==> config.mk <==
export PLATFORM = sky130hd
export DESIGN_NAME = fetch_sequencer
export DESIGN_NICKNAME = d
export VERILOG_FILES = /design/src/rtl/fetch_sequencer.sv
export SDC_FILE = /design/constraint.sdc
export NUM_CORES = 1
export LEC_CHECK = 0
export ABC_AREA = 0
export CORE_MARGIN = 3
export CORE_UTILIZATION = 50
export CTS_CLUSTER_DIAMETER = 30
export CTS_CLUSTER_SIZE = 16
export DETAILED_ROUTE_END_ITERATION = 8
export GPL_TIMING_DRIVEN = 1
export PLACE_DENSITY_LB_ADDON = 0.2
export SLEW_MARGIN = 20
export SYNTH_ARGS = -nofsm -noshare
export SYNTH_HDL_FRONTEND = slang
export SYNTH_SLANG_ARGS = --single-unit
==> constraint.sdc <==
create_clock -name clock -period 2.2 [get_ports clock]
set_clock_uncertainty 0.15 [all_clocks]
set_input_delay 0.22 -clock clock [delete_from_list [all_inputs] [get_ports clock]]
set_output_delay 0.22 -clock clock [all_outputs]
set_load 0.02 [all_outputs]
==> src/rtl/fetch_sequencer.sv <==
// Instruction-fetch control FSM: sequences boot hold-off, load-use stalls,
// branch redirect squashes and halt, and counts stall/flush events for debug.
module fetch_sequencer #(
    parameter int BOOT_CYCLES = 4,
    parameter int FLUSH_DEPTH = 2,
    parameter int CNT_WIDTH   = 16
) (
    input  logic                 clock,
    input  logic                 reset,
    input  logic                 load_use_hazard,
    input  logic                 branch_taken,
    input  logic                 branch_reg,
    input  logic                 halt_detect,
    input  logic                 resume,
    output logic                 PCWrite,
    output logic                 Branchreg,
    output logic                 if_id_write,
    output logic                 if_id_flush,
    output logic                 id_ex_bubble,
    output logic [2:0]           state_out,
    output logic [CNT_WIDTH-1:0] stall_count,
    output logic [CNT_WIDTH-1:0] flush_count
);

    typedef enum logic [2:0] {
        S_BOOT  = 3'd0,
        S_RUN   = 3'd1,
        S_STALL = 3'd2,
        S_FLUSH = 3'd3,
        S_HALT  = 3'd4
    } state_e;

    typedef struct packed {
        logic pc_write;
        logic br_reg;
        logic ifid_write;
        logic ifid_flush;
        logic idex_bubble;
    } ctl_t;

    localparam logic [3:0] BOOT_INIT    = 4'(BOOT_CYCLES - 1);
    localparam logic [1:0] FLUSH_RELOAD = 2'((FLUSH_DEPTH > 1) ? (FLUSH_DEPTH - 2) : 0);
    localparam logic [CNT_WIDTH-1:0] CNT_ONE = CNT_WIDTH'(1);

    state_e               state_q, state_d;
    logic [3:0]           boot_q, boot_d;
    logic [1:0]           fcnt_q, fcnt_d;
    logic [CNT_WIDTH-1:0] stall_count_q, flush_count_q;
    logic                 stall_inc, flush_inc;
    ctl_t                 ctl;

    always_ff @(posedge clock or posedge reset) begin
        if (reset) begin
            state_q       <= S_BOOT;
            boot_q        <= BOOT_INIT;
            fcnt_q        <= 2'd0;
            stall_count_q <= '0;
            flush_count_q <= '0;
        end else begin
            state_q <= state_d;
            boot_q  <= boot_d;
            fcnt_q  <= fcnt_d;
            if (stall_inc && (stall_count_q != '1))
                stall_count_q <= stall_count_q + CNT_ONE;
            if (flush_inc && (flush_count_q != '1))
                flush_count_q <= flush_count_q + CNT_ONE;
        end
    end

    always_comb begin
        state_d   = state_q;
        boot_d    = boot_q;
        fcnt_d    = fcnt_q;
        ctl       = '0;
        stall_inc = 1'b0;
        flush_inc = 1'b0;
        case (state_q)
            S_BOOT: begin
                ctl.ifid_flush = 1'b1;
                if (boot_q == 4'd0)
                    state_d = S_RUN;
                else
                    boot_d = boot_q - 4'd1;
            end
            // STALL behaves like an idle RUN cycle, but a redirect still wins.
            S_RUN, S_STALL: begin
                if (branch_taken) begin
                    ctl.pc_write   = 1'b1;
                    ctl.br_reg     = branch_reg;
                    ctl.ifid_write = 1'b1;
                    ctl.ifid_flush = 1'b1;
                    flush_inc      = 1'b1;
                    if (FLUSH_DEPTH > 1) begin
                        state_d = S_FLUSH;
                        fcnt_d  = FLUSH_RELOAD;
                    end else begin
                        state_d = S_RUN;
                    end
                end else if ((state_q == S_RUN) && load_use_hazard) begin
                    ctl.idex_bubble = 1'b1;
                    stall_inc       = 1'b1;
                    state_d         = S_STALL;
                end else if ((state_q == S_RUN) && halt_detect) begin
                    ctl.idex_bubble = 1'b1;
                    state_d         = S_HALT;
                end else begin
                    ctl.pc_write   = 1'b1;
                    ctl.ifid_write = 1'b1;
                    state_d        = S_RUN;
                end
            end
            // Hazard/halt here belong to squashed instructions and are dropped.
            S_FLUSH: begin
                ctl.pc_write    = 1'b1;
                ctl.ifid_write  = 1'b1;
                ctl.ifid_flush  = 1'b1;
                ctl.idex_bubble = 1'b1;
                flush_inc       = 1'b1;
                if (branch_taken) begin
                    ctl.br_reg = branch_reg;
                    fcnt_d     = FLUSH_RELOAD;
                end else if (fcnt_q == 2'd0) begin
                    state_d = S_RUN;
                end else begin
                    fcnt_d = fcnt_q - 2'd1;
                end
            end
            S_HALT: begin
                ctl.idex_bubble = 1'b1;
                if (resume)
                    state_d = S_RUN;
            end
            default: state_d = S_RUN;
        endcase
    end

    // BOOT drives a flush, so outputs must be forced low while reset is held.
    assign PCWrite      = ctl.pc_write    & ~reset;
    assign Branchreg    = ctl.br_reg      & ~reset;
    assign if_id_write  = ctl.ifid_write  & ~reset;
    assign if_id_flush  = ctl.ifid_flush  & ~reset;
    assign id_ex_bubble = ctl.idex_bubble & ~reset;
    assign state_out    = state_q;
    assign stall_count  = stall_count_q;
    assign flush_count  = flush_count_q;

endmodule

==> results of run 1 <==
[routing by layer]
layer,vias up,GRT usage,part of all wire
met5,-,0,0
met4,0,0.0564,0.0063
met3,2,0.0477,0.040
met2,36,0.359,0.52
met1,862,0.235,0.44
li1,875,-,-
[cells by family (layout without fill, tap and decap cells)]
family / after synthesis / in the layout / share of synthesized area
simple gates: 98 / 98 / 0.241
mux: 7 / 7 / 0.0366
flops: 41 / 41 / 0.478
buf+inv: 18 / 85 / 0.0354
xor+xnor: 25 / 25 / 0.102
fa+ha+maj: 6 / 6 / 0.0337
compound gates: 21 / 21 / 0.0738
[registers in the layout, summed over array words and instances (netlist names)]
| register | count |
|---|---|
| boot_q | 4 |
| fcnt_q | 2 |
| flush_count | 16 |
| stall_count | 16 |
| state_out | 3 |
[power by group]
group | internal, mW | leakage (nW) | switching [mW]
registers | 0.882 | 0.537 | 0.147
clock network | 0.451 | 0.0681 | 0.268
logic | 0.488 | 0.709 | 0.499
total | 1.82 | 1.31 | 0.914
[worst paths after layout]
kind	startpoint	endpoint	slack (ns)	cells past startpoint
setup / recovery	state_out[2]$_DFFE_PP0P_	PCWrite	0.1	5
hold / removal	reset	flush_count[14]$_DFFE_PP0P_	0.21	3
setup reg to reg	boot_q[0]$_DFFE_PP1P_	boot_q[3]$_DFFE_PP0P_	0.11	6
hold reg to reg	boot_q[3]$_DFFE_PP0P_	boot_q[3]$_DFFE_PP0P_	0.33	1
max in group asynchronous	reset	boot_q[1]$_DFFE_PP1P_	1.26	3
min in group clock	boot_q[3]$_DFFE_PP0P_	boot_q[3]$_DFFE_PP0P_	0.33	1
[worst reg2reg max path, stage by stage (launching register included)]
cell and delay (ns):
dfstp_2 0.54, inv_1 0.08, ha_1 0.20, nor3b_1 0.15, or4_1 0.47, nor4_1 0.28, xor2_1 0.18
[through the flow]
stage,instance area (um2),setup TNS [ns],hold WS [ns],util
2_1_floorplan,2160,0,0.257,-
6_report,2940,0,0.211,0.720
4_1_cts,2920,0,0.210,0.716
3_5_place_dp,2790,-1.57,0.312,0.684
3_3_place_gp,2790,-1.19,0.315,0.684
5_1_grt,2940,0,0.251,0.720
[area by class of cell]
type / count / area [um2] / share of cell area
inverters: 12 / 45.0 / 0.0153
repair buffers: 65 / 604 / 0.206
well taps: 50 / 62.6 / 0.0213
clock buffers: 5 / 68.8 / 0.0234
clock inverters: 3 / 65.1 / 0.0221
multi-input cells: 157 / 1060 / 0.362
flip-flops and latches: 41 / 1030 / 0.350
[Yosys cell counts (4+ instances only)]
cell	n	area (um2)
inv_1	12	45.0
xor2_1	9	78.8
dfrtp_1	39	976
nand2_1	23	86.3
nand4_1	4	25.0
nand3_1	15	75.1
xnor2_1	16	140
nor4_1	4	25.0
nor3_1	8	40.0
mux2_2	7	78.8
ha_1	5	62.6
nor2_1	19	71.3
and3_1	6	37.5
nand2b_1	4	25.0
o21ai_0	8	40.0
==> impl_metrics.py, run 1 <==
metrics = {
    "status": {
        "status": "complete, no violations",
    },
    "critical_path": {
        "cp.required_ns": 1.83,
        "end_kind": "output port",
        "crit_family": "simple AND/OR/NAND/NOR gates",
        "path_buf_inv": 2,
        "critPathArrivalTime_ns": 1.73,
        "worstSetupPathType": "reg -> out",
        "path_cells": "or3b_4 -> nor3_2 -> buf_4 -> nor4_2 -> dlygate4sd2_1",
        "cpPeakStageDelay_ns": 0.38,
        "cp-start-kind": "flip-flop",
        "path_max_fanout": 2,
        "cp_slowest_cell": "dfrtp_1",
    },
    "grt": {
        "grt_use_total": 0.199,
        "antenna_found_initial": 0,
        "first_global_vias": 1779,
        "gr-total-overflow": 0,
        "grt_pass1_wl_um": 8050,
        "grt_max_degree": 32,
    },
    "yosys": {
        "synth_edf_count": 0,
        "synth_cell_types": 41,
        "async_flop_share": 1.00,
        "syn_nets": 228,
        "synth_cells": 216,
        "seq_area_frac_synth": 0.478,
        "synth-seq-cells": 41,
        "synth-main-ff-cell": "dfrtp_1",
        "syn_area_mm2": 0.00215,
        "synth.avg_cell_area_um2": 9.97,
        "yosysWarnings": 0,
    },
    "drt": {
        "vias_per_cell": 5.33,
        "drt_iter0_markers": 60,
        "vias": 1775,
        "antenna_left": 0,
        "firstDrtPassIters": 4,
        "route.detailed.drc": 0,
        "routedWlPerCell_um": 14.3,
        "wl_um": 4750,
    },
    "clock_tree": {
        "clk_latency_ns": 0.29,
        "postCtsHoldBufs": 0,
        "clk_pin_slew_ns": 0.09,
        "numCtsBuffers": 5,
        "ctsHtreeMaxLevel": 2,
        "cts_sinks": 41,
        "cts-resized-gates": 3,
        "root_buffer": "clkbuf_8",
        "cts_tree": "built",
        "post_cts_buffers": 0,
        "clock_path_buffers": 2,
    },
    "place": {
        "gp_congestion": 0.792,
        "place_ws_ns": -0.228,
        "dp_hpwl_um": 3510,
        "place_inst": 325,
        "io_buffers": 46,
    },
    "floorplan": {
        "die_w_um": 71.6,
        "pin_count": 47,
        "core-area_mm2": 0.00409,
        "rows": 23,
        "start_util": 0.527,
        "die_area_mm2": 0.00513,
        "die_h_um": 71.6,
    },
    "cells_and_area": {
        "final_cell_mix": "clkdlybuf4s50_1 (41), dfrtp_1 (38), nand2_1 (23)",
        "diodes": 0,
        "fin_nets": 294,
        "instances_no_fill": 333,
        "nFillCells": 336,
        "drive_above_1_share": 0.166,
        "synthToLayoutAreaGrowth_pct": 36.5,
        "final_common_cell": "clkdlybuf4s50_1",
    },
    "sta": {
        "slew_viol_final": 0,
        "setup_viol": 0,
        "fmax_mhz": 475,
        "fin_ws_ns": 0.0961,
        "period_share": 0.956,
        "slew_headroom": 0.702,
        "finalCriticalPeriod_ns": 2.10,
        "hold_viol": 0,
        "tightest_slew_ns": 0.441,
        "rsz0062_at_grt": "no",
    },
    "pwr": {
        "p_per_area_mw_per_mm2": 930,
        "totalPowerFinal_mw": 2.73,
        "leakagePower_nw": 1.31,
        "ir_worst_vdd_mv": 0.666,
    },
    "flow_run": {
        "drv_cap": 0,
    },
    "hold_path": {
        "hp-class": "in -> async",
    },
}
Power figures use the tool's default switching activity.
==> inputs of run 2 (changes only) <==
==> constraint.sdc (replaced) <==
create_clock -name clock -period 2.2 [get_ports clock]
set_clock_uncertainty 0.15 [all_clocks]
set_input_delay 0.22 -clock clock [delete_from_list [all_inputs] [get_ports clock]]
set_output_delay 0.22 -clock clock [all_outputs]
set_load 0.005 [all_outputs]
==> impl_metrics.py, run 2 (synthesis gave the netlist of run 1 again) <==
metrics = {
    "sta": {
        "slew_headroom": 0.707,
        "tightest_slew_ns": 0.434,
        "slew_viol_final": 0,
        "rsz0062_at_grt": "no",
        "hold_slack_ns": 0.132,
        "fin_tns_setup_ns": 0,
        "fmax_mhz": 475,
        "period_share": 0.957,
        "setup_viol": 0,
        "fin_ws_ns": 0.0954,
        "finalCriticalPeriod_ns": 2.10,
        "hold_viol": 0,
    },
    "floorplan": {
        "rows": 23,
        "die_h_um": 71.6,
        "pin_count": 47,
        "die_w_um": 71.6,
        "die_area_mm2": 0.00513,
        "start_util": 0.527,
        "core-area_mm2": 0.00409,
    },
    "pwr": {
        "ir_worst_vdd_mv": 0.442,
        "p_per_area_mw_per_mm2": 801,
        "totalPowerFinal_mw": 2.30,
        "leakagePower_nw": 1.25,
    },
    "critical_path": {
        "cpPeakStageDelay_ns": 0.46,
        "end_kind": "output port",
        "critPathArrivalTime_ns": 1.73,
        "cp-start-kind": "input port",
        "path_cells": "clkdlybuf4s50_1 -> or3b_4 -> nor3_4 -> buf_4 -> nor4_2 -> dlygate4sd2_1",
        "cp_slowest_cell": "or3b_4",
        "worstSetupPathType": "in -> out",
        "cp.required_ns": 1.83,
        "path_max_fanout": 5,
    },
    "grt": {
        "first_global_vias": 1777,
        "met3_usage": 0.0295,
        "grt_use_total": 0.185,
        "grt.busiest_layer": "met2",
        "antenna_found_initial": 0,
        "grt_max_degree": 40,
        "gr-total-overflow": 0,
        "grt_use_met1": 0.240,
        "grt_pass1_wl_um": 7710,
        "grt_util_met2": 0.319,
    },
    "cells_and_area": {
        "drive_above_1_share": 0.151,
        "final_cell_mix": "clkdlybuf4s50_1 (43), dfrtp_1 (38), nand2_1 (22)",
        "synthToLayoutAreaGrowth_pct": 33.4,
        "diodes": 0,
        "final_common_cell": "clkdlybuf4s50_1",
        "fin_nets": 289,
    },
    "clock_tree": {
        "clock_path_buffers": 2,
        "postCtsHoldBufs": 0,
        "clk_latency_ns": 0.28,
        "root_buffer": "clkbuf_8",
        "cts_tree": "built",
        "ctsHtreeMaxLevel": 2,
        "clk_pin_slew_ns": 0.07,
        "numCtsBuffers": 5,
        "cts_sinks": 41,
    },
    "drt": {
        "wl_um": 4470,
        "vias": 1733,
        "drt_iter0_markers": 94,
        "firstDrtPassIters": 4,
        "routedWlPerCell_um": 13.6,
        "antenna_left": 0,
        "vias_per_cell": 5.28,
        "route.detailed.drc": 0,
    },
    "hold_path": {
        "hp-class": "in -> async",
    },
    "place": {
        "gp_congestion": 0.806,
        "dp_hpwl_um": 3270,
        "place_ws_ns": -0.170,
        "io_buffers": 46,
    },
    "flow_run": {
        "drv_cap": 0,
    },
    "status": {
        "status": "complete, no violations",
    },
}
run 2: worst paths after layout:
| kind | end | from | cells after the start | slack, ns |
|---|---|---|---|---|
| min reg2reg | boot_q[3]$_DFFE_PP0P_ | boot_q[3]$_DFFE_PP0P_ | 1 | 0.33 |
| max in group asynchronous | boot_q[1]$_DFFE_PP1P_ | reset | 3 | 1.27 |
| max reg2reg | stall_count[15]$_DFFE_PP0P_ | state_out[2]$_DFFE_PP0P_ | 5 | 0.13 |
| max | PCWrite | branch_taken | 6 | 0.1 |
| min in group clock | boot_q[3]$_DFFE_PP0P_ | boot_q[3]$_DFFE_PP0P_ | 1 | 0.33 |
| min | state_out[0]$_DFFE_PP0P_ | reset | 2 | 0.13 |
run 2: critical path: cells and delay by family:
family | cells | cell delay [ns]
buffers and inverters | 3 | 0.83
and+or+nand+nor | 3 | 0.69
run 2: repair_timing:
| action | CTS | global route |
|---|---|---|
| buffers inserted | 1 | 0 |
| pin swaps | 1 | 4 |
| setup endpoints to repair | 3 | 8 |
| gates resized for setup | 6 | 4 |
run 2: where the power goes:
part | switching [mW] | leakage [nW] | internal (mW)
combinational | 0.324 | 0.667 | 0.459
sequential | 0.167 | 0.537 | 0.882
clock | 0.248 | 0.0450 | 0.220
total | 0.740 | 1.25 | 1.56
run 2: routing by layer:
metal	share of wire	routed length [um]	up-vias
met1	0.47	2090	842
met5	0	0	-
met4	0.0051	23	0
met2	0.50	2220	26
li1	-	-	863
met3	0.032	143	2
run 2: layout make-up:
class / instances / area (um2)
timing repair buffer: 60 / 574
inverter: 12 / 45.0
tap: 50 / 62.6
sequential: 41 / 1030
clock inverter: 2 / 10.0
fill: 317 / 1210
clock buffer: 6 / 72.6
multi-input combinational: 157 / 1080
run 2: through the flow:
stage          instances   util  instance area [um2]
2_1_floorplan        216      -                 2150
3_3_place_gp         321  0.681                 2780
3_5_place_dp         321  0.681                 2780
4_1_cts              330  0.706                 2890
5_1_grt              328  0.703                 2870
6_report             328  0.703                 2870
